===== src/rtl/mips_status_monitor_if.sv =====
// Status bus between the MIPS core side and the run monitor.
// The master drives the core's status stream; the slave owns the counters and verdict.
interface mips_status_monitor_if #(
    parameter int CNT_W = 32
);
    logic             i_clr;
    logic [1:0]       i_status;
    logic             i_status_valid;
    logic [31:0]      i_i_addr;
    logic [CNT_W-1:0] o_r_cnt;
    logic [CNT_W-1:0] o_i_cnt;
    logic [CNT_W-1:0] o_total_cnt;
    logic [CNT_W-1:0] o_cycle_cnt;
    logic [31:0]      o_last_pc;
    logic             o_done;
    logic [2:0]       o_result;

    modport master (
        output i_clr, i_status, i_status_valid, i_i_addr,
        input  o_r_cnt, o_i_cnt, o_total_cnt, o_cycle_cnt, o_last_pc, o_done, o_result
    );

    modport slave (
        input  i_clr, i_status, i_status_valid, i_i_addr,
        output o_r_cnt, o_i_cnt, o_total_cnt, o_cycle_cnt, o_last_pc, o_done, o_result
    );
endinterface


===== src/rtl/mips_status_monitor.sv =====
// Counts retired MIPS instructions by class and registers a sticky end-of-run verdict
// (END, OVERFLOW, TIMEOUT, MISALIGN, MAXCYC) for the testbed / FPGA wrapper to poll.
module mips_status_monitor #(
    parameter int CNT_W     = 32,
    parameter int TIMEOUT   = 1024,
    parameter int MAX_CYCLE = 120000
) (
    input  logic                 i_clk,
    input  logic                 i_rst_n,
    mips_status_monitor_if.slave bus
);
    typedef enum logic [1:0] {
        ST_IDLE,
        ST_RUN,
        ST_HALT
    } state_e;

    typedef enum logic [2:0] {
        RES_NONE     = 3'd0,
        RES_END      = 3'd1,
        RES_OVERFLOW = 3'd2,
        RES_TIMEOUT  = 3'd3,
        RES_MISALIGN = 3'd4,
        RES_MAXCYC   = 3'd5
    } result_e;

    localparam logic [CNT_W-1:0] L_TIMEOUT_LAST = CNT_W'(TIMEOUT - 1);
    localparam logic [CNT_W-1:0] L_MAXCYC_LAST  = CNT_W'(MAX_CYCLE - 1);

    state_e           r_state;
    logic [CNT_W-1:0] r_r_cnt;
    logic [CNT_W-1:0] r_i_cnt;
    logic [CNT_W-1:0] r_total_cnt;
    logic [CNT_W-1:0] r_cycle_cnt;
    logic [CNT_W-1:0] r_idle_cnt;
    logic [31:0]      r_last_pc;
    logic             r_done;
    result_e          r_result;
    result_e          w_verdict;

    function automatic logic [CNT_W-1:0] sat_inc(input logic [CNT_W-1:0] v);
        return (&v) ? v : v + 1'b1;
    endfunction

    // Verdict priority: MISALIGN > OVERFLOW > END > MAXCYC > TIMEOUT, using pre-increment counts.
    always_comb begin
        w_verdict = RES_NONE;
        if (bus.i_i_addr[1:0] != 2'b00)
            w_verdict = RES_MISALIGN;
        else if (bus.i_status_valid && bus.i_status == 2'd2)
            w_verdict = RES_OVERFLOW;
        else if (bus.i_status_valid && bus.i_status == 2'd3)
            w_verdict = RES_END;
        else if (r_cycle_cnt == L_MAXCYC_LAST)
            w_verdict = RES_MAXCYC;
        else if (!bus.i_status_valid && r_idle_cnt == L_TIMEOUT_LAST)
            w_verdict = RES_TIMEOUT;
    end

    always_ff @(posedge i_clk or negedge i_rst_n) begin
        if (!i_rst_n) begin
            r_state     <= ST_IDLE;
            r_r_cnt     <= '0;
            r_i_cnt     <= '0;
            r_total_cnt <= '0;
            r_cycle_cnt <= '0;
            r_idle_cnt  <= '0;
            r_last_pc   <= '0;
            r_done      <= 1'b0;
            r_result    <= RES_NONE;
        end else if (bus.i_clr) begin
            r_state     <= ST_IDLE;
            r_r_cnt     <= '0;
            r_i_cnt     <= '0;
            r_total_cnt <= '0;
            r_cycle_cnt <= '0;
            r_idle_cnt  <= '0;
            r_last_pc   <= '0;
            r_done      <= 1'b0;
            r_result    <= RES_NONE;
        end else begin
            case (r_state)
                ST_IDLE: r_state <= ST_RUN;
                ST_RUN: begin
                    r_cycle_cnt <= sat_inc(r_cycle_cnt);
                    if (bus.i_status_valid) begin
                        r_total_cnt <= sat_inc(r_total_cnt);
                        r_last_pc   <= bus.i_i_addr;
                        r_idle_cnt  <= '0;
                        if (bus.i_status == 2'd0) r_r_cnt <= sat_inc(r_r_cnt);
                        if (bus.i_status == 2'd1) r_i_cnt <= sat_inc(r_i_cnt);
                    end else begin
                        r_idle_cnt <= sat_inc(r_idle_cnt);
                    end
                    // Counts above still update on the verdict edge so the last instruction is counted.
                    if (w_verdict != RES_NONE) begin
                        r_state  <= ST_HALT;
                        r_done   <= 1'b1;
                        r_result <= w_verdict;
                    end
                end
                ST_HALT: r_state <= ST_HALT;
                default: r_state <= ST_IDLE;
            endcase
        end
    end

    assign bus.o_r_cnt     = r_r_cnt;
    assign bus.o_i_cnt     = r_i_cnt;
    assign bus.o_total_cnt = r_total_cnt;
    assign bus.o_cycle_cnt = r_cycle_cnt;
    assign bus.o_last_pc   = r_last_pc;
    assign bus.o_done      = r_done;
    assign bus.o_result    = r_result;
endmodule


===== src/flat_wrapper.sv =====
// flat-port wrapper written by rule: the top's interface ports become plain ports
module mips_status_monitor_flat 
#(
    parameter int CNT_W     = 32,
    parameter int TIMEOUT   = 1024,
    parameter int MAX_CYCLE = 120000
)
  (i_clk, i_rst_n, bus_i_clr, bus_i_status, bus_i_status_valid, bus_i_i_addr, bus_o_r_cnt, bus_o_i_cnt, bus_o_total_cnt, bus_o_cycle_cnt, bus_o_last_pc, bus_o_done, bus_o_result);
  mips_status_monitor_if #(.CNT_W(CNT_W)) bus_i ();
  input  logic i_clk;
  input  logic i_rst_n;
  input wire logic [$bits(bus_i.i_clr)-1:0] bus_i_clr;
  input wire logic [$bits(bus_i.i_status)-1:0] bus_i_status;
  input wire logic [$bits(bus_i.i_status_valid)-1:0] bus_i_status_valid;
  input wire logic [$bits(bus_i.i_i_addr)-1:0] bus_i_i_addr;
  output wire logic [$bits(bus_i.o_r_cnt)-1:0] bus_o_r_cnt;
  output wire logic [$bits(bus_i.o_i_cnt)-1:0] bus_o_i_cnt;
  output wire logic [$bits(bus_i.o_total_cnt)-1:0] bus_o_total_cnt;
  output wire logic [$bits(bus_i.o_cycle_cnt)-1:0] bus_o_cycle_cnt;
  output wire logic [$bits(bus_i.o_last_pc)-1:0] bus_o_last_pc;
  output wire logic [$bits(bus_i.o_done)-1:0] bus_o_done;
  output wire logic [$bits(bus_i.o_result)-1:0] bus_o_result;
  assign bus_i.i_clr = bus_i_clr;
  assign bus_i.i_status = bus_i_status;
  assign bus_i.i_status_valid = bus_i_status_valid;
  assign bus_i.i_i_addr = bus_i_i_addr;
  assign bus_o_r_cnt = bus_i.o_r_cnt;
  assign bus_o_i_cnt = bus_i.o_i_cnt;
  assign bus_o_total_cnt = bus_i.o_total_cnt;
  assign bus_o_cycle_cnt = bus_i.o_cycle_cnt;
  assign bus_o_last_pc = bus_i.o_last_pc;
  assign bus_o_done = bus_i.o_done;
  assign bus_o_result = bus_i.o_result;
  mips_status_monitor #(.CNT_W(CNT_W), .TIMEOUT(TIMEOUT), .MAX_CYCLE(MAX_CYCLE)) u_core (.i_clk(i_clk), .i_rst_n(i_rst_n), .bus(bus_i));
endmodule

===== config.mk =====
export PLATFORM = sky130hd
export DESIGN_NAME = mips_status_monitor_flat
export DESIGN_NICKNAME = d
export VERILOG_FILES = /design/src/rtl/mips_status_monitor_if.sv /design/src/rtl/mips_status_monitor.sv /design/src/flat_wrapper.sv
export SDC_FILE = /design/constraint.sdc
export NUM_CORES = 1
export LEC_CHECK = 0
export ABC_AREA = 1
export BUFFER_PORTS_ARGS = -buffer_cell sky130_fd_sc_hd__buf_2
export CAP_MARGIN = 40
export CORE_MARGIN = 8
export CORE_UTILIZATION = 45
export DETAILED_ROUTE_END_ITERATION = 6
export GPL_TIMING_DRIVEN = 0
export PLACE_DENSITY = 0.64
export SETUP_SLACK_MARGIN = 0.05
export SLEW_MARGIN = 0
export SYNTH_ARGS = -nofsm -noshare
export SYNTH_HDL_FRONTEND = slang
export SYNTH_SLANG_ARGS = --single-unit
export TNS_END_PERCENT = 30

===== constraint.sdc =====
create_clock -name i_clk -period 4.8 [get_ports i_clk]
set_clock_uncertainty 0.1 [all_clocks]
set_input_delay 0.48 -clock i_clk [delete_from_list [all_inputs] [get_ports i_clk]]
set_output_delay 0.48 -clock i_clk [all_outputs]
set_load 0.005 [all_outputs]

==> results of run 1 <==
==> stage by stage <==
stage               hold slack, ps  std cells  setup slack, ps  TNS [ps]
floorplan                     84.4       1713             2880         0
global placement               369       2253             -403    -73820
detailed placement             376       2256             2130         0
CTS                           48.7       2288             2200         0
global route                  81.8       2288             2020         0
finish                        3.41       2288             2220         0
==> worst max-delay path, delay by kind of cell (launching register included) <==
family | cells | cell delay, ps
buf+inv | 3 | 860
simple gates | 2 | 570
flops | 1 | 380
fa+ha+maj | 1 | 290
compound gates | 1 | 290
==> cell type report <==
type	count	area, um^2	share of cell area
timing repair buffer	202	1060	0.0739
tap	341	427	0.0298
clock buffer	17	425	0.0298
buffer	60	300	0.0210
multi-input combinational	1321	6450	0.451
sequential	198	4950	0.347
clock inverter	15	179	0.0125
inverter	134	503	0.0352
==> state kept, by name (all words and copies together), names as in the netlist <==
register	cells
u_core.bus.o_r_cnt	32
u_core.bus.o_cycle_cnt	32
u_core.bus.o_last_pc	32
u_core.bus.o_done	1
u_core.bus.o_i_cnt	32
u_core.bus.o_result	3
u_core.bus.o_total_cnt	32
u_core.r_state	2
u_core.r_idle_cnt	32
==> cell families (layout without fill, tap and decap cells) <==
group,after synthesis,after routing
fa+ha+maj,7,7
xor+xnor,61,61
simple gates,1040,1040
flops,198,198
compound gates,213,213
buf+inv,194,428
==> per-layer routing <==
metal  vias up  track usage  wire length (um)
li1       6149            -                 -
met1      6060        0.370             20100
met2       466        0.394             18800
met3        64       0.0421              3060
met4         0       0.0876              1050
met5         -            0                 0
==> power groups by stage <==
stage / registers, mW / logic (mW) / clock network (mW)
6_report: 1.85 / 0.655 / 1.50
5_1_grt: 1.86 / 0.727 / 1.58
4_1_cts: 1.85 / 0.662 / 1.52
3_5_place_dp: 1.88 / 0.661 / 0
3_3_place_gp: 1.88 / 0.641 / 0
2_1_floorplan: 1.86 / 0.346 / 0
==> final timing paths <==
path | startpoint | endpoint | slack (ps) | cells past startpoint
setup reg to reg | u_core.r_state[1]$_DFFE_PN0P_ | u_core.bus.o_last_pc[8]$_DFFE_PN0P_ | 2220 | 7
min in group i_clk | bus_i_i_addr[10] | u_core.bus.o_last_pc[10]$_DFFE_PN0P_ | 180 | 2
setup / recovery | u_core.r_state[1]$_DFFE_PN0P_ | u_core.bus.o_last_pc[8]$_DFFE_PN0P_ | 2220 | 7
max in group asynchronous | i_rst_n | u_core.bus.o_last_pc[23]$_DFFE_PN0P_ | 3640 | 2
hold reg to reg | u_core.bus.o_last_pc[0]$_DFFE_PN0P_ | u_core.bus.o_last_pc[0]$_DFFE_PN0P_ | 390 | 1
hold / removal | i_rst_n | u_core.bus.o_r_cnt[27]$_DFFE_PN0P_ | 3 | 1
==> cell usage in the layout, fill, tap and decap left out, drive strengths merged, types with 32 or more instances in the layout <==
cell type	count
nand3	124
nand2	484
nor3	80
inv	139
clkbuf	37
a32o	32
o21ai	134
nor2	246
nand4	55
xor2	43
dfrtp	198
buf	242
==> results.ini, run 1 <==
[cts]
path_clk_slew_ps=90
ctsResizeCount=0
holdBufCountCts=0
cts_max_level=4
cts_inserted_buffers=17
cts_max_path_buffers=2
numClockSinks=198
postCtsSetupBuffers=0
clock_latency_ps=450
cts-root-buf=clkbuf_16
cts_tree=built

[synthesis]
synth_top_area_frac=0.406
avgSynthCellArea_um2=7.13
synth_flop_cell=dfrtp_1
synth_common_cells=480 x nand2_1, 241 x nor2_1, 198 x dfrtp_1, 125 x inv_1, 121 x nand3_1
synth_top_family_by_area=simple AND/OR/NAND/NOR gates
synth-simple-area-share=0.372
synth_xor_area_frac=0.0438
synth_area_leader_cell=dfrtp_1
ys_ff_latch=198
synth_area_leaders=dfrtp_1 41%, nand2_1 15%, nor2_1 7.4%
async_flop_share=1.00
yosysWarnings=0
synth_mux_area_frac=0
synth_most_common_cell=nand2_1
synth_fa_ha_area_frac=0.00717
mappedNetlistArea_um2=12200
ys_types=34
synth_nets=1758
synth_compound_area_frac=0.105
seq_area_frac_synth=0.406
syn_inst=1713
synth_edf_count=0

[setup_path]
crit_type=reg -> reg
path_cells=inv_1 -> ha_1 -> nor2_1 -> nor2_1 -> clkinv_1 -> clkbuf_1 -> a32o_1
endpoint_kind=flip-flop
slowest_delay_ps=480
slowest_stage=nor2_1
worst_path_most_repeated_cell=nor2_1
arrival_ps=2820
critPathMaxFanout=10
cp-start-kind=flip-flop
crit_required_ps=5040

[cells_and_area]
fin_area_um2=14300
drive_gt1_frac=0.153
final_util=0.533
fillers=2689
n_antenna_cell=0
syn_to_final_growth_pct=17.1
fin_nets=1979

[sta]
setup_viol=0
clock.fmax_ghz=0.388
fin_crit_sh=0.537
maxSlewHeadroom=0.403
tightest_slew_ps=895
rsz0062_at_grt=false
maxSlewViolCount=0
period_needed_ps=2580
hold_violations=0

[route]
drcViolationCount=0
postRouteAntennaNets=0
drt_first_pass_iters=5
vias=12700
via_per_inst=5.57
wire_per_inst_um=18.8
drtIter0Drc=1142
drt_wl_total_um=43000

[grt]
overflow=0
gr-usage-all-layers=0.260
grt_pass1_wl_um=67900
grt_pass1_vias=12200
antenna_found_initial=0
grt_start_max_net_pins=113

[placed_design]
dp.final_hpwl_um=33000
place_congestion=0.948
port_buffers=199
place_area_um2=13700

[power]
power.total_mw=4.00
p_clk_frac=0.375
powerDensity_nw_per_um2=280
seq_power_share=0.461
vdd_drop_max_uv=171
switching_share=0.333
p_leak_nw=6.19
power_switching_mw=1.33
intPower_mw=2.67
pwr-share-comb=0.164

[die]
pin_count=202
die_h_um=181
die_area_um2=32700
start_util=0.456
coreArea_um2=26800
rows=60
die-width_um=181

[status]
status=finished clean

[flow_run]
cap_violations=0

[min_path]
hold_path_class=in -> async

(Power assumes the default switching activity.)
==> run 2, diff against run 1 <==
--- a/config.mk
+++ b/config.mk
@@ -5,14 +5,14 @@
 export SDC_FILE = /design/constraint.sdc
 export NUM_CORES = 1
 export LEC_CHECK = 0
-export ABC_AREA = 1
+export ABC_AREA = 0
 export BUFFER_PORTS_ARGS = -buffer_cell sky130_fd_sc_hd__buf_2
 export CAP_MARGIN = 40
 export CORE_MARGIN = 8
 export CORE_UTILIZATION = 45
 export DETAILED_ROUTE_END_ITERATION = 6
 export GPL_TIMING_DRIVEN = 0
-export PLACE_DENSITY = 0.64
+export PLACE_DENSITY = 0.65
 export SETUP_SLACK_MARGIN = 0.05
 export SLEW_MARGIN = 0
 export SYNTH_ARGS = -nofsm -noshare
==> constraint.sdc (replaced) <==
create_clock -name i_clk -period 2.5 [get_ports i_clk]
set_clock_uncertainty 0.1 [all_clocks]
set_input_delay 0.25 -clock i_clk [delete_from_list [all_inputs] [get_ports i_clk]]
set_output_delay 0.25 -clock i_clk [all_outputs]
set_load 0.005 [all_outputs]
==> results.ini, run 2 <==
[status]
status=finished clean

[setup_path]
path_cells=and3_1 -> buf_2 -> and4_1 -> buf_2 -> nand4_1 -> buf_2 -> nor2_1 -> or3_1 -> a21oi_1
slowest_stage=dfrtp_2
critPathMaxFanout=10
crit_required_ps=2750
crit_type=reg -> reg
endpoint_kind=flip-flop
rrSetupSlack_ps=180
worst_path_most_repeated_cell=buf_2
slowest_delay_ps=450
arrival_ps=2570
cp-start-kind=flip-flop

[placed_design]
port_buffers=199
place_congestion=0.849
pre_cts_ws_ps=-546
dp.final_hpwl_um=20900
place_area_um2=11700
dpl.cell_count=1566

[sta]
maxSlewViolCount=0
tightest_slew_ps=676
rsz0062_at_grt=true
period_needed_ps=2320
worst_slack_ps=178
maxSlewHeadroom=0.549
setup_viol=0
hold_violations=0
fin_crit_sh=0.929
clock.fmax_ghz=0.431

[cells_and_area]
fin_area_um2=12800
syn_to_final_growth_pct=25.1
fin_nets=1384
final_common_cell=buf_2
n_antenna_cell=0
finalNonFillerCells=1636
final_cell_mix=212 x buf_2, 196 x dfrtp_1, 157 x nor2_1, 70 x nand2_1, 70 x nand3_1
drive_gt1_frac=0.223

[power]
power.total_mw=6.79
p_leak_nw=5.83
intPower_mw=4.92
p_clk_frac=0.390
seq_power_share=0.500
vdd_drop_max_uv=517
power_switching_mw=1.87
switching_share=0.276
powerDensity_nw_per_um2=530
pwr-share-comb=0.110

[synthesis]
synth_edf_count=0
ys_types=55
async_flop_share=1.00
syn_inst=1080
yosysWarnings=0
synth_most_common_cell=dfrtp_1
synth_area_leaders=dfrtp_1 48%, nor2_1 5.8%, xor2_1 5.1%
seq_area_frac_synth=0.484
synth_area_leader_cell=dfrtp_1
synth_nets=1125
avgSynthCellArea_um2=9.48
synth_common_cells=198 x dfrtp_1, 158 x nor2_1, 72 x nand3_1, 70 x nand2_1, 60 x xor2_1
synth_top_area_frac=0.484
mappedNetlistArea_um2=10200
synth_flop_cell=dfrtp_1
ys_ff_latch=198

[route]
drtIter0Drc=575
drt_wl_total_um=29600
vias=9212
drt_first_pass_iters=5
drcViolationCount=0
via_per_inst=5.63
postRouteAntennaNets=0
wire_per_inst_um=18.1

[cts]
numClockSinks=198
cts_max_path_buffers=2
cts_max_level=4
path_clk_slew_ps=80
clock_latency_ps=440
cts_tree=built
cts_inserted_buffers=17
cts-root-buf=clkbuf_16

[grt]
overflow=0
antenna_found_initial=0
grt_start_max_net_pins=80
gr-usage-all-layers=0.211
grt_pass1_wl_um=48500
grt_pass1_vias=8973

[die]
rows=55
start_util=0.455
die_area_um2=27800
die-width_um=167
die_h_um=167
pin_count=202
coreArea_um2=22500

[flow_run]
cap_violations=0

[min_path]
hold_path_class=in -> reg

## run 2: changes by cell type after synthesis, moves of 25 or more
| cell | change |
|---|---|
| nand2_1 | -410 |
| inv_1 | -109 |
| o21ai_0 | -102 |
| nor2_1 | -83 |
| nand3_1 | -49 |
| nor3_1 | -45 |
| xnor2_1 | +40 |
| a22o_1 | +32 |
| a32o_1 | -32 |
| nor4_1 | +30 |
| and3_1 | +25 |
| or3_1 | +25 |
## run 2: layout make-up
class	count	area [um^2]
fillers	2011	9690
repair buffers	241	1440
flip-flops and latches	198	4960
inverters	16	60.1
plain buffers	54	255
clock inverters	13	119
well taps	285	357
clock buffers	18	439
multi-input cells	811	5180
## run 2: repair_timing
action,CTS,global route
pin swaps,1,4
hold buffers,33,0
setup buffers,0,6
setup endpoints to repair,133,140
gates cloned,0,1
endpoints found under the hold margin,81,0
resized for setup,22,35
## run 2: kinds of logic after synthesis
| logic type | after synthesis | share of synthesized area |
|---|---|---|
| and+or+nand+nor | 551 | 0.285 |
| buffers and inverters | 71 | 0.0277 |
| AOI/OAI and AO/OA | 130 | 0.0885 |
| DFF | 198 | 0.484 |
| adders and majority gates | 7 | 0.00856 |
| muxes | 5 | 0.00526 |
| xor gates and xnor gates | 118 | 0.101 |
## run 2: power groups by stage
stage / clock network [mW] / registers [mW] / logic [mW]
final: 2.65 / 3.39 / 0.750
after global routing: 2.83 / 3.41 / 0.831
after CTS: 2.71 / 3.39 / 0.721
after detailed placement: 0 / 3.45 / 0.664
after global placement: 0 / 3.44 / 0.644
after floorplan: 0 / 3.44 / 0.317
## run 2: worst paths after layout
check	from	to	depth (start not counted)
worst min register to register	u_core.bus.o_last_pc[23]$_DFFE_PN0P_	u_core.bus.o_last_pc[23]$_DFFE_PN0P_	1
worst max register to register	u_core.bus.o_i_cnt[16]$_DFFE_PN0P_	u_core.bus.o_i_cnt[14]$_DFFE_PN0P_	9
max in group asynchronous	i_rst_n	u_core.bus.o_total_cnt[11]$_DFFE_PN0P_	3
worst min-delay path	bus_i_status[0]	u_core.bus.o_result[1]$_DFFE_PN0P_	4
min in group asynchronous	i_rst_n	u_core.bus.o_cycle_cnt[10]$_DFFE_PN0P_	2
worst max-delay path	u_core.bus.o_i_cnt[16]$_DFFE_PN0P_	u_core.bus.o_i_cnt[14]$_DFFE_PN0P_	9
## run 2: critical path: cells and delay by family (launching register included)
kind            cells  cell delay [ps]
simple gates        5              940
buf+inv             3              570
flops               1              450
compound gates      1              160
## run 2: stage by stage
stage,setup TNS (ps),utilization,hold slack [ps]
after floorplan,0,-,-146
after global placement,-503840,0.515,367
after detailed placement,-35380,0.518,93.0
after CTS,0,0.560,133
after global routing,0,0.569,175
final,0,0.569,145
## run 2: routing by layer
layer	global-route usage	up-vias	routed length, um
li1	-	4397	-
met1	0.279	4552	13300
met2	0.348	230	14400
met3	0.0428	33	1400
met4	0.0588	0	433
met5	0	-	0
==> run 3, diff against run 2 <==
--- a/config.mk
+++ b/config.mk
@@ -13,6 +13,7 @@
 export DETAILED_ROUTE_END_ITERATION = 6
 export GPL_TIMING_DRIVEN = 0
 export PLACE_DENSITY = 0.65
+export RECOVER_POWER = 50
 export SETUP_SLACK_MARGIN = 0.05
 export SLEW_MARGIN = 0
 export SYNTH_ARGS = -nofsm -noshare
==> results.ini, run 3 (synthesized netlist as in run 2, its figures left out) <==
[placed_design]
dpl.cell_count=1566
port_buffers=199
dp.final_hpwl_um=20900
pre_cts_ws_ps=-546
place_congestion=0.849

[die]
pin_count=202
die_area_um2=27800
rows=55
die-width_um=167
start_util=0.455
coreArea_um2=22500
die_h_um=167

[route]
via_per_inst=5.63
vias=9212
drtIter0Drc=604
postRouteAntennaNets=0
drcViolationCount=0
wire_per_inst_um=18.1
drt_first_pass_iters=5
drt_wl_total_um=29600

[cts]
cts_inserted_buffers=17
numClockSinks=198
clock_latency_ps=440
cts_max_level=4
path_clk_slew_ps=80
cts_tree=built
cts_max_path_buffers=2
cts-root-buf=clkbuf_16

[setup_path]
cp-start-kind=flip-flop
crit_type=reg -> reg
endpoint_kind=flip-flop
arrival_ps=2570
critPathMaxFanout=10
crit_required_ps=2750

[cells_and_area]
fin_nets=1384
n_antenna_cell=0
syn_to_final_growth_pct=24.1
final_common_cell=dfrtp_1
final_cell_mix=196 x dfrtp_1, 157 x nor2_1, 151 x buf_2, 87 x clkbuf_1
finalNonFillerCells=1636
fillers=2044
final_util=0.565
drive_gt1_frac=0.178

[sta]
fin_crit_sh=0.927
maxSlewViolCount=0
tns_ps=0
maxSlewHeadroom=0.114
worst_slack_ps=182
hold_violations=0
setup_viol=0
tightest_slew_ps=1330
period_needed_ps=2320
clock.fmax_ghz=0.431
rsz0062_at_grt=true

[grt]
overflow=0
gr-usage-all-layers=0.211
met2_usage=0.348
antenna_found_initial=0
grt_busiest_layer=met2
grt_pass1_vias=8973
use_met3=0.0428
grt_start_max_net_pins=80
grtUsageMet1=0.279
grt_pass1_wl_um=48500

[power]
p_leak_nw=5.56
vdd_drop_max_uv=517
power.total_mw=6.77
powerDensity_nw_per_um2=533

[flow_run]
cap_violations=0

[min_path]
hold_path_class=in -> reg

[status]
status=finished clean

## run 3: changes by cell type in the layout (fill, tap and decap cells not counted), sizes merged
| cell | delta |
|---|---|
| buf | -61 |
| clkbuf | +61 |
## run 3: layout make-up
| type | count | area, um^2 | share of cell area |
|---|---|---|---|
| flip-flops and latches | 198 | 4960 | 0.390 |
| multi-input cells | 811 | 5180 | 0.408 |
| clock inverters | 13 | 119 | 0.00936 |
| well taps | 285 | 357 | 0.0281 |
| plain buffers | 54 | 255 | 0.0201 |
| inverters | 16 | 60.1 | 0.00473 |
| clock buffers | 18 | 439 | 0.0346 |
| repair buffers | 241 | 1340 | 0.105 |
## run 3: path summary, 6_finish.rpt
kind	depth (start not counted)	start	end	slack, ps
min in group asynchronous	2	i_rst_n	u_core.bus.o_cycle_cnt[10]$_DFFE_PN0P_	540
max in group asynchronous	3	i_rst_n	u_core.bus.o_i_cnt[16]$_DFFE_PN0P_	460
min	4	bus_i_status[0]	u_core.bus.o_result[1]$_DFFE_PN0P_	150
max	9	u_core.bus.o_i_cnt[16]$_DFFE_PN0P_	u_core.bus.o_i_cnt[14]$_DFFE_PN0P_	180
min reg2reg	1	u_core.bus.o_last_pc[23]$_DFFE_PN0P_	u_core.bus.o_last_pc[23]$_DFFE_PN0P_	410
max reg2reg	9	u_core.bus.o_i_cnt[16]$_DFFE_PN0P_	u_core.bus.o_i_cnt[14]$_DFFE_PN0P_	180
## run 3: metal layers
metal	share of wire	vias to the layer above
met2	0.49	246
met5	0	-
li1	-	4402
met1	0.45	4533
met3	0.047	31
met4	0.015	0
## run 3: critical path, stage by stage, from the launching register on
cell,delay (ps)
dfrtp_2,450
and3_1,170
buf_2,150
and4_1,170
buf_2,160
nand4_1,110
buf_2,260
nor2_1,120
or3_1,370
a21oi_1,160
## run 3: timing repair
action	in CTS	in global routing
pin swaps	1	4
hold buffers	33	0
buffers inserted	0	6
setup endpoints to repair	133	140
gates cloned	0	1
hold endpoints to repair	81	0
gates resized for setup	22	35
## run 3: power breakdown
| group | leakage (nW) | internal (mW) | switching [mW] |
|---|---|---|---|
| Sequential | 2.75 | 3.30 | 0.0958 |
| Clock | 0.262 | 1.33 | 1.32 |
| Combinational | 2.55 | 0.272 | 0.458 |
## run 3: per-stage QoR
stage | instance area, um^2 | hold WS, ps
6_report | 12700 | 148
5_1_grt | 12700 | 175
4_1_cts | 12600 | 133
3_5_place_dp | 11700 | 93.0
3_3_place_gp | 11600 | 367
2_1_floorplan | 10200 | -146
